<file path="config.mk">
export PLATFORM = sky130hd
export DESIGN_NAME = uart_tx_core
export DESIGN_NICKNAME = d
export VERILOG_FILES = /design/src/rtl/uart_pkg.sv /design/src/rtl/uart_baud_gen.sv /design/src/rtl/uart_tx_core.sv
export SDC_FILE = /design/constraint.sdc
export NUM_CORES = 1
export LEC_CHECK = 0
export CELL_PAD_IN_SITES_DETAIL_PLACEMENT = 1
export CELL_PAD_IN_SITES_GLOBAL_PLACEMENT = 2
export CORE_UTILIZATION = 38
export DETAILED_ROUTE_END_ITERATION = 12
export PLACE_DENSITY = 0.88
export REMOVE_ABC_BUFFERS = 1
export SKIP_CTS_REPAIR_TIMING = 1
export SLEW_MARGIN = 30
export SYNTH_ARGS = -nofsm -noshare
export SYNTH_HDL_FRONTEND = slang
export SYNTH_SLANG_ARGS = --single-unit
</file>
<file path="constraint.sdc">
create_clock -name clk -period 3.85 [get_ports clk]
set_input_delay 0.5775 -clock clk [delete_from_list [all_inputs] [get_ports clk]]
set_output_delay 0.5775 -clock clk [all_outputs]
set_load 0.01 [all_outputs]
</file>
<file path="src/rtl/uart_pkg.sv">
// Shared UART definitions: baud table, frame/parity/stop encodings and the serializer state set.
// Used by both the transmit and receive halves.
package uart_pkg;

    localparam int unsigned DIV_W = 20;

    localparam int unsigned BAUD_TABLE [16] = '{
        200, 300, 600, 1200, 1800, 2400, 4800, 9600,
        19200, 28800, 38400, 57600, 76800, 115200, 230400, 460800
    };

    typedef enum logic [1:0] {
        FRAME_5 = 2'b00,
        FRAME_6 = 2'b01,
        FRAME_7 = 2'b10,
        FRAME_8 = 2'b11
    } frame_t;

    typedef enum logic [1:0] {
        PAR_NONE     = 2'b00,
        PAR_EVEN     = 2'b01,
        PAR_ODD      = 2'b10,
        PAR_NONE_ALT = 2'b11
    } parity_t;

    typedef enum logic {
        STOP_1 = 1'b0,
        STOP_2 = 1'b1
    } stop_t;

    typedef enum logic [2:0] {
        IDLE,
        START,
        DATA,
        PARITY,
        STOP
    } state_t;

    function automatic logic [3:0] frame_bits(input frame_t f);
        return 4'd5 + {2'b00, f};
    endfunction

endpackage

</file>
<file path="src/rtl/uart_baud_gen.sv">
// Loadable bit-period down-counter: restart latches the divisor, then o_tick fires
// every i_div clocks while enabled.
module uart_baud_gen
    import uart_pkg::*;
(
    input  logic             clk,
    input  logic             arst,
    input  logic [DIV_W-1:0] i_div,
    input  logic             i_restart,
    input  logic             i_en,
    output logic             o_tick
);

    logic [DIV_W-1:0] r_cnt;
    logic [DIV_W-1:0] r_div;

    assign o_tick = i_en && (r_cnt == '0);

    always_ff @(posedge clk or posedge arst) begin
        if (arst) begin
            r_cnt <= '0;
            r_div <= '0;
        end else if (i_restart) begin
            r_div <= i_div;
            r_cnt <= i_div - DIV_W'(1);
        end else if (o_tick) begin
            r_cnt <= r_div - DIV_W'(1);
        end else if (i_en) begin
            r_cnt <= r_cnt - DIV_W'(1);
        end
    end

endmodule

</file>
<file path="src/rtl/uart_tx_core.sv">
// UART transmitter: start bit, 5..8 data bits LSB first, optional parity, 1 or 2 stop bits.
// All framing config and the bit period are captured when a request is accepted.
module uart_tx_core
    import uart_pkg::*;
#(
    parameter int unsigned CLK_FREQ_HZ = 100_000_000
) (
    input  logic       clk,
    input  logic       arst,
    input  logic       on,
    input  logic       tx_start,
    input  logic [7:0] tx_data,
    input  logic [3:0] baud_sel,
    input  logic       stop_type,
    input  logic [1:0] parity_type,
    input  logic [1:0] frame_type,
    output logic       tx,
    output logic       tx_busy,
    output logic       tx_done
);

    state_t           r_state;
    state_t           w_state_next;
    logic             r_tx;
    logic             r_busy;
    logic             r_done;
    logic [7:0]       r_shift;
    logic [2:0]       r_bit_cnt;
    logic             r_stop_cnt;
    logic             r_par;
    frame_t           r_frame;
    parity_t          r_parity;
    stop_t            r_stop;

    logic             w_accept;
    logic             w_tick;
    logic             w_last_data;
    logic             w_par_en;
    logic             w_par_bit;
    logic             w_tx_next;
    logic             w_done_next;
    logic [DIV_W-1:0] w_div_tab [16];

    for (genvar g = 0; g < 16; g++) begin : g_div
        assign w_div_tab[g] = DIV_W'(CLK_FREQ_HZ / BAUD_TABLE[g]);
    end

    assign w_accept    = tx_start && on && (r_state == IDLE);
    assign w_last_data = (r_bit_cnt == 3'(frame_bits(r_frame) - 4'd1));
    assign w_par_en    = (r_parity == PAR_EVEN) || (r_parity == PAR_ODD);
    // r_par holds the XOR of the bits already completed; fold in the final one here.
    assign w_par_bit   = r_par ^ r_shift[0] ^ (r_parity == PAR_ODD);

    uart_baud_gen u_baud (
        .clk       (clk),
        .arst      (arst),
        .i_div     (w_div_tab[baud_sel]),
        .i_restart (w_accept),
        .i_en      (r_state != IDLE),
        .o_tick    (w_tick)
    );

    always_ff @(posedge clk or posedge arst) begin
        if (arst) begin
            r_state <= IDLE;
        end else begin
            r_state <= w_state_next;
        end
    end

    always_comb begin
        w_state_next = r_state;
        w_tx_next    = r_tx;
        w_done_next  = 1'b0;
        case (r_state)
            IDLE: begin
                w_tx_next = 1'b1;
                if (w_accept) begin
                    w_state_next = START;
                    w_tx_next    = 1'b0;
                end
            end
            START: begin
                if (w_tick) begin
                    w_state_next = DATA;
                    w_tx_next    = r_shift[0];
                end
            end
            DATA: begin
                if (w_tick) begin
                    if (!w_last_data) begin
                        w_tx_next = r_shift[1];
                    end else if (w_par_en) begin
                        w_state_next = PARITY;
                        w_tx_next    = w_par_bit;
                    end else begin
                        w_state_next = STOP;
                        w_tx_next    = 1'b1;
                    end
                end
            end
            PARITY: begin
                if (w_tick) begin
                    w_state_next = STOP;
                    w_tx_next    = 1'b1;
                end
            end
            STOP: begin
                w_tx_next = 1'b1;
                if (w_tick && ((r_stop == STOP_1) || r_stop_cnt)) begin
                    w_state_next = IDLE;
                    w_done_next  = 1'b1;
                end
            end
            default: begin
                w_state_next = IDLE;
                w_tx_next    = 1'b1;
            end
        endcase
    end

    always_ff @(posedge clk or posedge arst) begin
        if (arst) begin
            r_tx       <= 1'b1;
            r_busy     <= 1'b0;
            r_done     <= 1'b0;
            r_shift    <= '0;
            r_bit_cnt  <= '0;
            r_stop_cnt <= 1'b0;
            r_par      <= 1'b0;
            r_frame    <= FRAME_5;
            r_parity   <= PAR_NONE;
            r_stop     <= STOP_1;
        end else begin
            r_tx   <= w_tx_next;
            r_done <= w_done_next;
            if (w_accept) begin
                r_busy     <= 1'b1;
                r_shift    <= tx_data;
                r_bit_cnt  <= '0;
                r_stop_cnt <= 1'b0;
                r_par      <= 1'b0;
                r_frame    <= frame_t'(frame_type);
                r_parity   <= parity_t'(parity_type);
                r_stop     <= stop_t'(stop_type);
            end else begin
                if (w_done_next) begin
                    r_busy <= 1'b0;
                end
                if (w_tick && (r_state == DATA)) begin
                    r_shift   <= {1'b0, r_shift[7:1]};
                    r_bit_cnt <= r_bit_cnt + 3'd1;
                    r_par     <= r_par ^ r_shift[0];
                end
                if (w_tick && (r_state == STOP)) begin
                    r_stop_cnt <= 1'b1;
                end
            end
        end
    end

    assign tx      = r_tx;
    assign tx_busy = r_busy;
    assign tx_done = r_done;

endmodule

</file>
======== After elaboration in Yosys (flattened, before gate mapping) ========
Memory sizes are Yosys's and may differ from the RTL's.
Cells that the tools add are included.
operators by class
  add/sub/neg operators ................... 6
  $lt $le $gt $ge ......................... 1
  equality and inequality tests ........... 13
  mux-type cells .......................... 32
  bitwise logic cells ..................... 4
  reductions and logical operators ........ 17
operators by type and width
  cell                     count
  $mux W20                 5
  $sub A20 B1 Y20 const B  3
  $mux W3                  9
  $logic_not A20 Y1        1
  $mux W8                  2
  $pmux W3 S5              1
  $mux W1                  14
  $ne A2 B2 Y1 const B     5
  $eq A3 B2 Y1 const B     2
  $logic_and A1 B1 Y1      6
  $reduce_and A6 Y1        1
  $reduce_bool A2 Y1       3
  $reduce_bool A3 Y1       2
  $ge A5 B5 Y1 const B     1
  $not A4 Y5               1
  $pmux W1 S4              1
  $add A3 B1 Y3 const B    1
  $add A3 B2 Y3 const A    1
  $eq A3 B1 Y1 const B     1
  $eq A3 B3 Y1             1
  $eq A3 B3 Y1 const B     1
  $logic_not A3 Y1         1
  $reduce_and A3 Y1        1
  $sub A3 B1 Y3 const B    1
  6 further kinds          8
storage, ports and cells
  register bits ........................... 64
  bits in read-only memories .............. 320
  logic and storage cells ................. 87
  memories kept ........................... 1
memory list
  name              words  bits a word  rd ports  clocked after memory_dff  write ports  line                source
  (name not given)  16     20           1         0                         0            uart_tx_core.sv:57  .i_div (w_div_tab[baud_sel]),

======== Logic depth before layout (Yosys ltp) ========
Gate-level depths: netlist of the first run.
  word-level depth ........................ 7
  mapped depth ............................ 16
  depth with buffers taken out ............ 13

======== Modules after synthesis ========
Synthesis of the first run repeated with hierarchy kept, for this count alone.
unflattened totals
  cells, all modules ...................... 480
  area, all modules ....................... 4257.8 sq um
modules (own cells, without submodules)
  module         instances  cells each  area each (sq um)
  uart_baud_gen  1          290         2617.5
  uart_tx_core   1          190         1640.3

======== Worst setup path after synthesis of the first run ========
OpenSTA, ideal clock, no wires.
  kind .................................... register to register
  start point ............................. register r_state[1]
  end point ............................... register u_baud.r_cnt[6]
  setup time .............................. 0.064 ns
  arrival time ............................ 3.133 ns
  required time ........................... 3.786 ns
  path slack .............................. 0.653 ns
  cell stages (with the launch flop) ...... 14
  buffers on the path ..................... 3
  clock period less this slack ............ 3.197 ns
  cell sequence ........................... dfrtp_1 > or3_4 > nor2_4 > buf_6 > clkbuf_1 > buf_1 > o21a_1 > ha_1 > o211ai_1 > a21oi_2 > nand2_1 > or3_1 > a31oi_1 > a21o_1
between the ends
  cells in the longest elaborated chain, start to end .. 4
ends and longest elaborated chain
  item                    line                 source
  from (decl)             uart_tx_core.sv:22   state_t r_state;
  from (signal assigned)  uart_tx_core.sv:67   r_state <= w_state_next;
  $reduce_bool A3 Y1      uart_tx_core.sv:59   .i_en (r_state != IDLE),
  $logic_and A1 B1 Y1     uart_baud_gen.sv:17  assign o_tick = i_en && (r_cnt == '0);
  $mux W20                uart_baud_gen.sv:26  end else if (o_tick) begin
  $mux W20                uart_baud_gen.sv:23  end else if (i_restart) begin
  to (signal assigned)    uart_baud_gen.sv:25  r_cnt <= i_div - DIV_W'(1);
  to (signal assigned)    uart_baud_gen.sv:27  r_cnt <= r_div - DIV_W'(1);
  to (signal assigned)    uart_baud_gen.sv:29  r_cnt <= r_cnt - DIV_W'(1);
  to (decl)               uart_baud_gen.sv:14  logic [DIV_W-1:0] r_cnt;
Parallel ways exist; a longest one is shown, timed or not.
A chain may end at the register's enable or synchronous reset.

======== Final worst setup path of the first run ========
  start point ............................. input port baud_sel[0]
  end point ............................... register u_baud.r_cnt[17]
between the ends
  cells in the longest elaborated chain, start to end .. 6
ends and longest elaborated chain
  item                                          line                 source
  from (decl)                                   uart_tx_core.sv:13   input logic [3:0] baud_sel,
  $not A4 Y5 (not written as such)              uart_tx_core.sv:57
  $mem_v2 Z16 W20                               -
  $mux W20 (not written as such) (2 in series)  uart_tx_core.sv:57
  $sub A20 B1 Y20                               uart_baud_gen.sv:25
  $mux W20                                      uart_baud_gen.sv:23
Every way passes these cells. The select of a mux whose other input is x is not followed.

==> flow_summary_export.csv, run 1 <==
group,metric,value,unit
logic_synthesis,syn_area,0.00409,sq mm
clock_tree,clk_pin_slew,80,ps
routing,drt-wirelength-per-cell,18.6,um
routing,dr_total_vias,3527,
critical_path,reg2reg_slack,610,ps
sta,worst_pin_slew,759,ps
routing,drc,0,
cells_and_area,antenna_cells,0,
logic_synthesis,yosysTopAreaCell,"dfrtp_1",
clock_tree,cts_tree,"done",
critical_path,crit_type,"in -> reg",
cells_and_area,area_delta_synth_final,15.5,%
floorplanning,die_w,106,um
floorplanning,start_util,39.5,%
floorplanning,die_h,106,um
global_routing,grt_pass1_vias,3706,
sta,finalCritPeriodShare,91.6,%
cells_and_area,fillers,1243,
power_and_ir_drop,power,3.42,mW
critical_path,endpoint_kind,"register",
cells_and_area,multi_input_area,0.00230,sq mm
flow_run,drv_cap,0,
sta,setup_viol,0,
logic_synthesis,avgSynthCellArea,9.01,sq um
sta,grt_setup_unrepaired,"false",
placement,dpl.hpwl,8470,um
sta,fmax,0.283,GHz
min_path,hp-class,"reg -> reg",
routing,vias_per_cell,5.65,
critical_path,worstPathCellList,"clkdlybuf4s50_1, inv_1, ha_1, or4b_1, a21oi_1, o21ai_0, a211oi_1, and2_1, nor4b_2, xnor2_1, o21ai_1",
routing,drt_iter0_markers,208,
critical_path,cp_slowest_cell,"or4b_1",
floorplanning,die-area,0.0112,sq mm
logic_synthesis,seq_area_frac_synth,38.6,%
critical_path,r2r-end,"u_baud.r_cnt[6]",
logic_synthesis,synth_top_cell_area_share,37.9,%
clock_tree,cts-root-buf,"clkbuf_8",
global_routing,track_usage,22.5,%
placement,place_congestion,0.850,
logic_synthesis,synth_edf_count,0,
min_path,whs_path_depth,1,
critical_path,worstSetupStartpointType,"input pin",
clock_tree,clk_path_buf_depth,2,
logic_synthesis,netlist_instances,454,
cells_and_area,regArea,0.00158,sq mm
status,status,"complete, no violations",
power_and_ir_drop,ir_worst_vdd,0.000379,V
clock_tree,numCtsBuffers,9,
critical_path,reg2reg_depth,10,
clock_tree,htree_levels,3,
clock_tree,cts.sinks,63,
critical_path,crit_cells,11,
critical_path,critPathRequiredTime,4070,ps
global_routing,grt_max_degree,38,
logic_synthesis,synth_cell_type_count,79,
logic_synthesis,yosys_warnings,0,
sta,setup_tns,0,ps
global_routing,grt_pass1_wl,19600,um
power_and_ir_drop,power_density,724,mW/mm^2
critical_path,cp_max_fo,10,
logic_synthesis,yosys_most_used_dff,"dfrtp_1",
critical_path,r2r-start,"r_state[0]",
critical_path,critPathBufInv,2,
critical_path,slowest_delay,510,ps
sta,finalCriticalPeriod,3530,ps
clock_tree,clock_latency,360,ps
floorplanning,coreArea,0.0104,sq mm
routing,routed_wl,11600,um
global_routing,antenna_found_initial,0,
sta,maxSlewHeadroom,48.9,%
placement,place_area,0.00450,sq mm
logic_synthesis,synth_area_leaders,"dfrtp_1, nand2_1, nor2_1",
critical_path,path_delay_family,"simple AND/OR/NAND/NOR gates",
routing,ant_nets,0,
critical_path,arrival,3750,ps
logic_synthesis,async_flop_share,100,%
placement,portBuffers,23,
cells_and_area,drive_gt1_share,14.5,%
sta,hold_viol,0,
critical_path,crit_path_end,"u_baud.r_cnt[17]",
global_routing,gr-total-overflow,0,
routing,first_pass_iters,4,
floorplanning,boundaryPins,24,
cells_and_area,final_nets,514,
sta,slew_viol_final,0,
cells_and_area,design_area,0.00473,sq mm
critical_path,cp-startpoint,"baud_sel[0]",
logic_synthesis,synth_top_cells_by_count,"dfrtp_1, nand2_1, nor2_1, o21ai_0, a21oi_1",
logic_synthesis,ys_ff_latch,63,
sta,skew,13.6,ps
power_and_ir_drop,p_leak,2.04,nW
floorplanning,floorplan.rows,37,
-- layout by cell type, fill, tap and decap left out, types with 10 or more instances in the layout --
master,instances
o21ai_0,28
nand3_1,11
nand2_1,62
buf_4,22
clkdlybuf4s50_1,23
nor3_1,19
a21oi_1,22
inv_1,13
nor2_1,39
ha_1,10
xnor2_1,12
clkbuf_8,10
dfrtp_1,62
a21o_1,14
-- flip-flops by register name, summed over array words and instances, names as in the netlist --
signal	cells
u_baud.r_cnt	20
u_baud.r_div	19
r_shift	8
r_bit_cnt	3
r_state	3
r_frame	2
r_parity	2
r_par	1
r_stop	1
r_stop_cnt	1
tx	1
tx_busy	1
tx_done	1
-- metal layers --
metal,routed length (um),GRT usage [%],vias up
met3,557,5.13,23
met5,0,0,-
met4,280,8.04,0
met2,5420,34.4,78
met1,5370,31.2,1748
li1,-,-,1678
-- cell families (layout without fill, tap and decap cells) --
logic type      Yosys count  after routing  synth area share [%]
simple gates            185            185                  23.3
compound gates          122            122                  22.0
flops                    63             63                  38.6
buf+inv                  42             76                  5.29
xor+xnor                 18             18                  3.85
mux                      14             14                  3.97
fa+ha+maj                10             10                  3.06
-- area by class of cell --
type | instances | share of cell area (%)
Clock buffer | 10 | 2.91
Clock inverter | 6 | 1.96
Inverter | 15 | 1.19
Multi-Input combinational cell | 349 | 48.6
Sequential cell | 63 | 33.4
Tap cell | 136 | 3.60
Timing Repair Buffer | 45 | 8.36
-- how the worst min path moves through the flow --
stage / startpoint / endpoint / slack (ps)
3_5_place_dp: r_shift[4] / r_shift[4] / 470
3_3_place_gp: r_shift[2] / r_shift[2] / 460
6_report: u_baud.r_cnt[19] / u_baud.r_cnt[19] / 480
5_1_grt: r_shift[4] / r_shift[4] / 520
4_1_cts: u_baud.r_cnt[19] / u_baud.r_cnt[19] / 480
2_1_floorplan: u_baud.r_cnt[19] / u_baud.r_cnt[19] / 450
-- per-stage QoR --
| step | hold WS, ps | utilization (%) | std cells | setup slack, ps |
|---|---|---|---|---|
| CTS | 484 | 45.6 | 624 | 436 |
| floorplan | 446 | - | 427 | 791 |
| finish | 480 | 45.6 | 624 | 322 |
| global placement | 459 | 43.4 | 608 | 146 |
| global route | 518 | 45.6 | 624 | 200 |
| detailed placement | 465 | 43.4 | 608 | 72.0 |
-- power by group --
part	internal (mW)	switching [mW]	total (mW)	leakage, nW
logic	0.638	0.862	1.50	1.15
registers	0.956	0.281	1.24	0.776
clock network	0.385	0.300	0.686	0.109
total	1.98	1.44	3.42	2.04
(Power assumes the default switching activity.)
==> run 2, diff against run 1 <==
--- a/config.mk
+++ b/config.mk
@@ -7,6 +7,7 @@
 export LEC_CHECK = 0
 export CELL_PAD_IN_SITES_DETAIL_PLACEMENT = 1
 export CELL_PAD_IN_SITES_GLOBAL_PLACEMENT = 2
+export CORE_ASPECT_RATIO = 0.8
 export CORE_UTILIZATION = 38
 export DETAILED_ROUTE_END_ITERATION = 12
 export PLACE_DENSITY = 0.88
==> run 2 against run 1 <==
Cell area up 2.4%. Combinational power up 3%. Fmax up 5.8%. Die area about the same. Largest cell class unchanged.
==> flow_summary_export.csv, run 2 (same netlist as run 1, synthesis figures left out) <==
group,metric,value,unit
power_and_ir_drop,ir_worst_vdd,0.000273,V
cells_and_area,fillers,1188,
sta,finalCritPeriodShare,86.7,%
power_and_ir_drop,p_leak,2.10,nW
cells_and_area,top_register,"u_baud.r_cnt",
global_routing,track_usage,23.9,%
critical_path,r2r-start,"r_state[1]",
sta,hold_viol,0,
global_routing,grt_max_degree,29,
sta,setup_tns,0,ps
global_routing,gr-total-overflow,0,
sta,fmax,0.300,GHz
cells_and_area,design_area,0.00484,sq mm
clock_tree,cts-root-buf,"clkbuf_16",
routing,drt_iter0_markers,255,
sta,post-route-worst-setup-slack,514,ps
cells_and_area,final_cell_mix,"nand2_1, dfrtp_1, nor2_1, o21ai_0, buf_4",
placement,place_congestion,0.862,
sta,grt_setup_unrepaired,"false",
critical_path,arrival,3610,ps
routing,dr_total_vias,3617,
routing,first_pass_iters,4,
sta,setup_viol,0,
clock_tree,htree_levels,3,
min_path,hold_path.startpoint,"r_shift[3]",
cells_and_area,drive_gt1_share,15.4,%
routing,drt-wirelength-per-cell,19.2,um
floorplanning,coreArea,0.0104,sq mm
clock_tree,clk_path_buf_depth,2,
sta,slew_viol_final,0,
clock_tree,clock_latency,330,ps
critical_path,cp-startpoint,"baud_sel[0]",
cells_and_area,reg_top3,"u_baud.r_cnt (20), u_baud.r_div (19), r_shift (8)",
routing,drc,0,
critical_path,critPathRequiredTime,4120,ps
power_and_ir_drop,seq_power_share,34.6,%
critical_path,crit_type,"in -> reg",
critical_path,slowest_delay,520,ps
power_and_ir_drop,swShare,41.1,%
power_and_ir_drop,internal_power,2.13,mW
placement,dpl.hpwl,8860,um
clock_tree,clk_pin_slew,60,ps
power_and_ir_drop,power_switching,1.48,mW
global_routing,antenna_found_initial,0,
power_and_ir_drop,clkPwrFrac,22.6,%
floorplanning,floorplan.rows,33,
placement,place_area,0.00454,sq mm
sta,worst_pin_slew,642,ps
floorplanning,die_h,94.8,um
critical_path,reg2reg_slack,640,ps
critical_path,cp_slowest_cell,"clkdlybuf4s50_1",
critical_path,endpoint_kind,"register",
global_routing,grt_pass1_vias,3712,
routing,routed_wl,12100,um
flow_run,drv_cap,0,
clock_tree,cts_tree,"done",
cells_and_area,area_delta_synth_final,18.3,%
cells_and_area,largest_register_ffs,20,
global_routing,grt_pass1_wl,20400,um
routing,ant_nets,0,
min_path,hp-class,"reg -> reg",
floorplanning,start_util,39.5,%
critical_path,cp_max_fo,8,
critical_path,crit_path_end,"u_baud.r_cnt[6]",
sta,finalCriticalPeriod,3340,ps
sta,skew,5.34,ps
placement,dp_slack,187,ps
floorplanning,die_w,118,um
power_and_ir_drop,power_density,745,mW/mm^2
clock_tree,numCtsBuffers,9,
critical_path,r2r-end,"u_baud.r_cnt[17]",
cells_and_area,antenna_cells,0,
placement,portBuffers,23,
sta,maxSlewHeadroom,57.2,%
critical_path,worstSetupStartpointType,"input pin",
floorplanning,die-area,0.0112,sq mm
clock_tree,cts.sinks,63,
critical_path,worstPathCellList,"clkdlybuf4s50_1, inv_1, ha_1, inv_1, o2111ai_1, o21a_1, a21oi_1, ha_1, o211ai_1, a21oi_2, nand2_1, or3_1, a31oi_1, a21o_1",
power_and_ir_drop,pwr-share-comb,42.8,%
critical_path,reg2reg_depth,9,
status,status,"complete, no violations",
floorplanning,boundaryPins,24,
routing,vias_per_cell,5.71,
cells_and_area,final_nets,519,
## run 2: stage by stage
| stage | hold slack [ps] | utilization, % | power, mW | std cells |
|---|---|---|---|---|
| floorplan | 446 | - | 2.25 | 427 |
| global placement | 459 | 43.8 | 2.70 | 617 |
| detailed placement | 475 | 43.8 | 2.77 | 617 |
| CTS | 491 | 46.7 | 3.61 | 633 |
| global route | 508 | 46.7 | 3.87 | 633 |
| finish | 483 | 46.7 | 3.61 | 633 |
## run 2: cell type report
cell class | count | area (sq um) | area share, %
clock buffers | 10 | 239 | 4.94
clock inverters | 6 | 60.1 | 1.24
inverters | 15 | 56.3 | 1.16
multi-input cells | 349 | 2300 | 47.5
flip-flops and latches | 63 | 1580 | 32.6
well taps | 140 | 175 | 3.62
repair buffers | 50 | 433 | 8.95
## run 2: how the worst min path moves through the flow
stage	cells after the start	end	slack, ps
after detailed placement	2	r_shift[2]	480
after global routing	2	r_shift[2]	510
after floorplan	1	u_baud.r_cnt[19]	450
after CTS	2	r_shift[3]	490
final	2	r_shift[3]	480
after global placement	2	r_shift[4]	460
## run 2: routing by layer
| layer | GRT usage, % | up-vias | wire, um | part of all wire, % |
|---|---|---|---|---|
| met1 | 33.1 | 1841 | 5990 | 49 |
| met2 | 37.5 | 67 | 5410 | 45 |
| li1 | - | 1698 | - | - |
| met5 | 0 | - | 0 | 0 |
| met3 | 5.68 | 11 | 603 | 5.0 |
| met4 | 5.98 | 0 | 140 | 1.2 |
## run 2: power by group through the flow
stage | Sequential, mW | Combinational [mW] | Clock (mW)
detailed placement | 1.24 | 1.53 | 0
finish | 1.25 | 1.54 | 0.816
CTS | 1.24 | 1.55 | 0.829
global placement | 1.23 | 1.47 | 0
global route | 1.28 | 1.72 | 0.864
floorplan | 1.16 | 1.09 | 0
## run 2: worst max-delay path: cells and delay by family
family | cells | cell delay (ps)
compound gates | 7 | 1070
simple gates | 2 | 760
buf+inv | 3 | 670
fa+ha+maj | 2 | 540
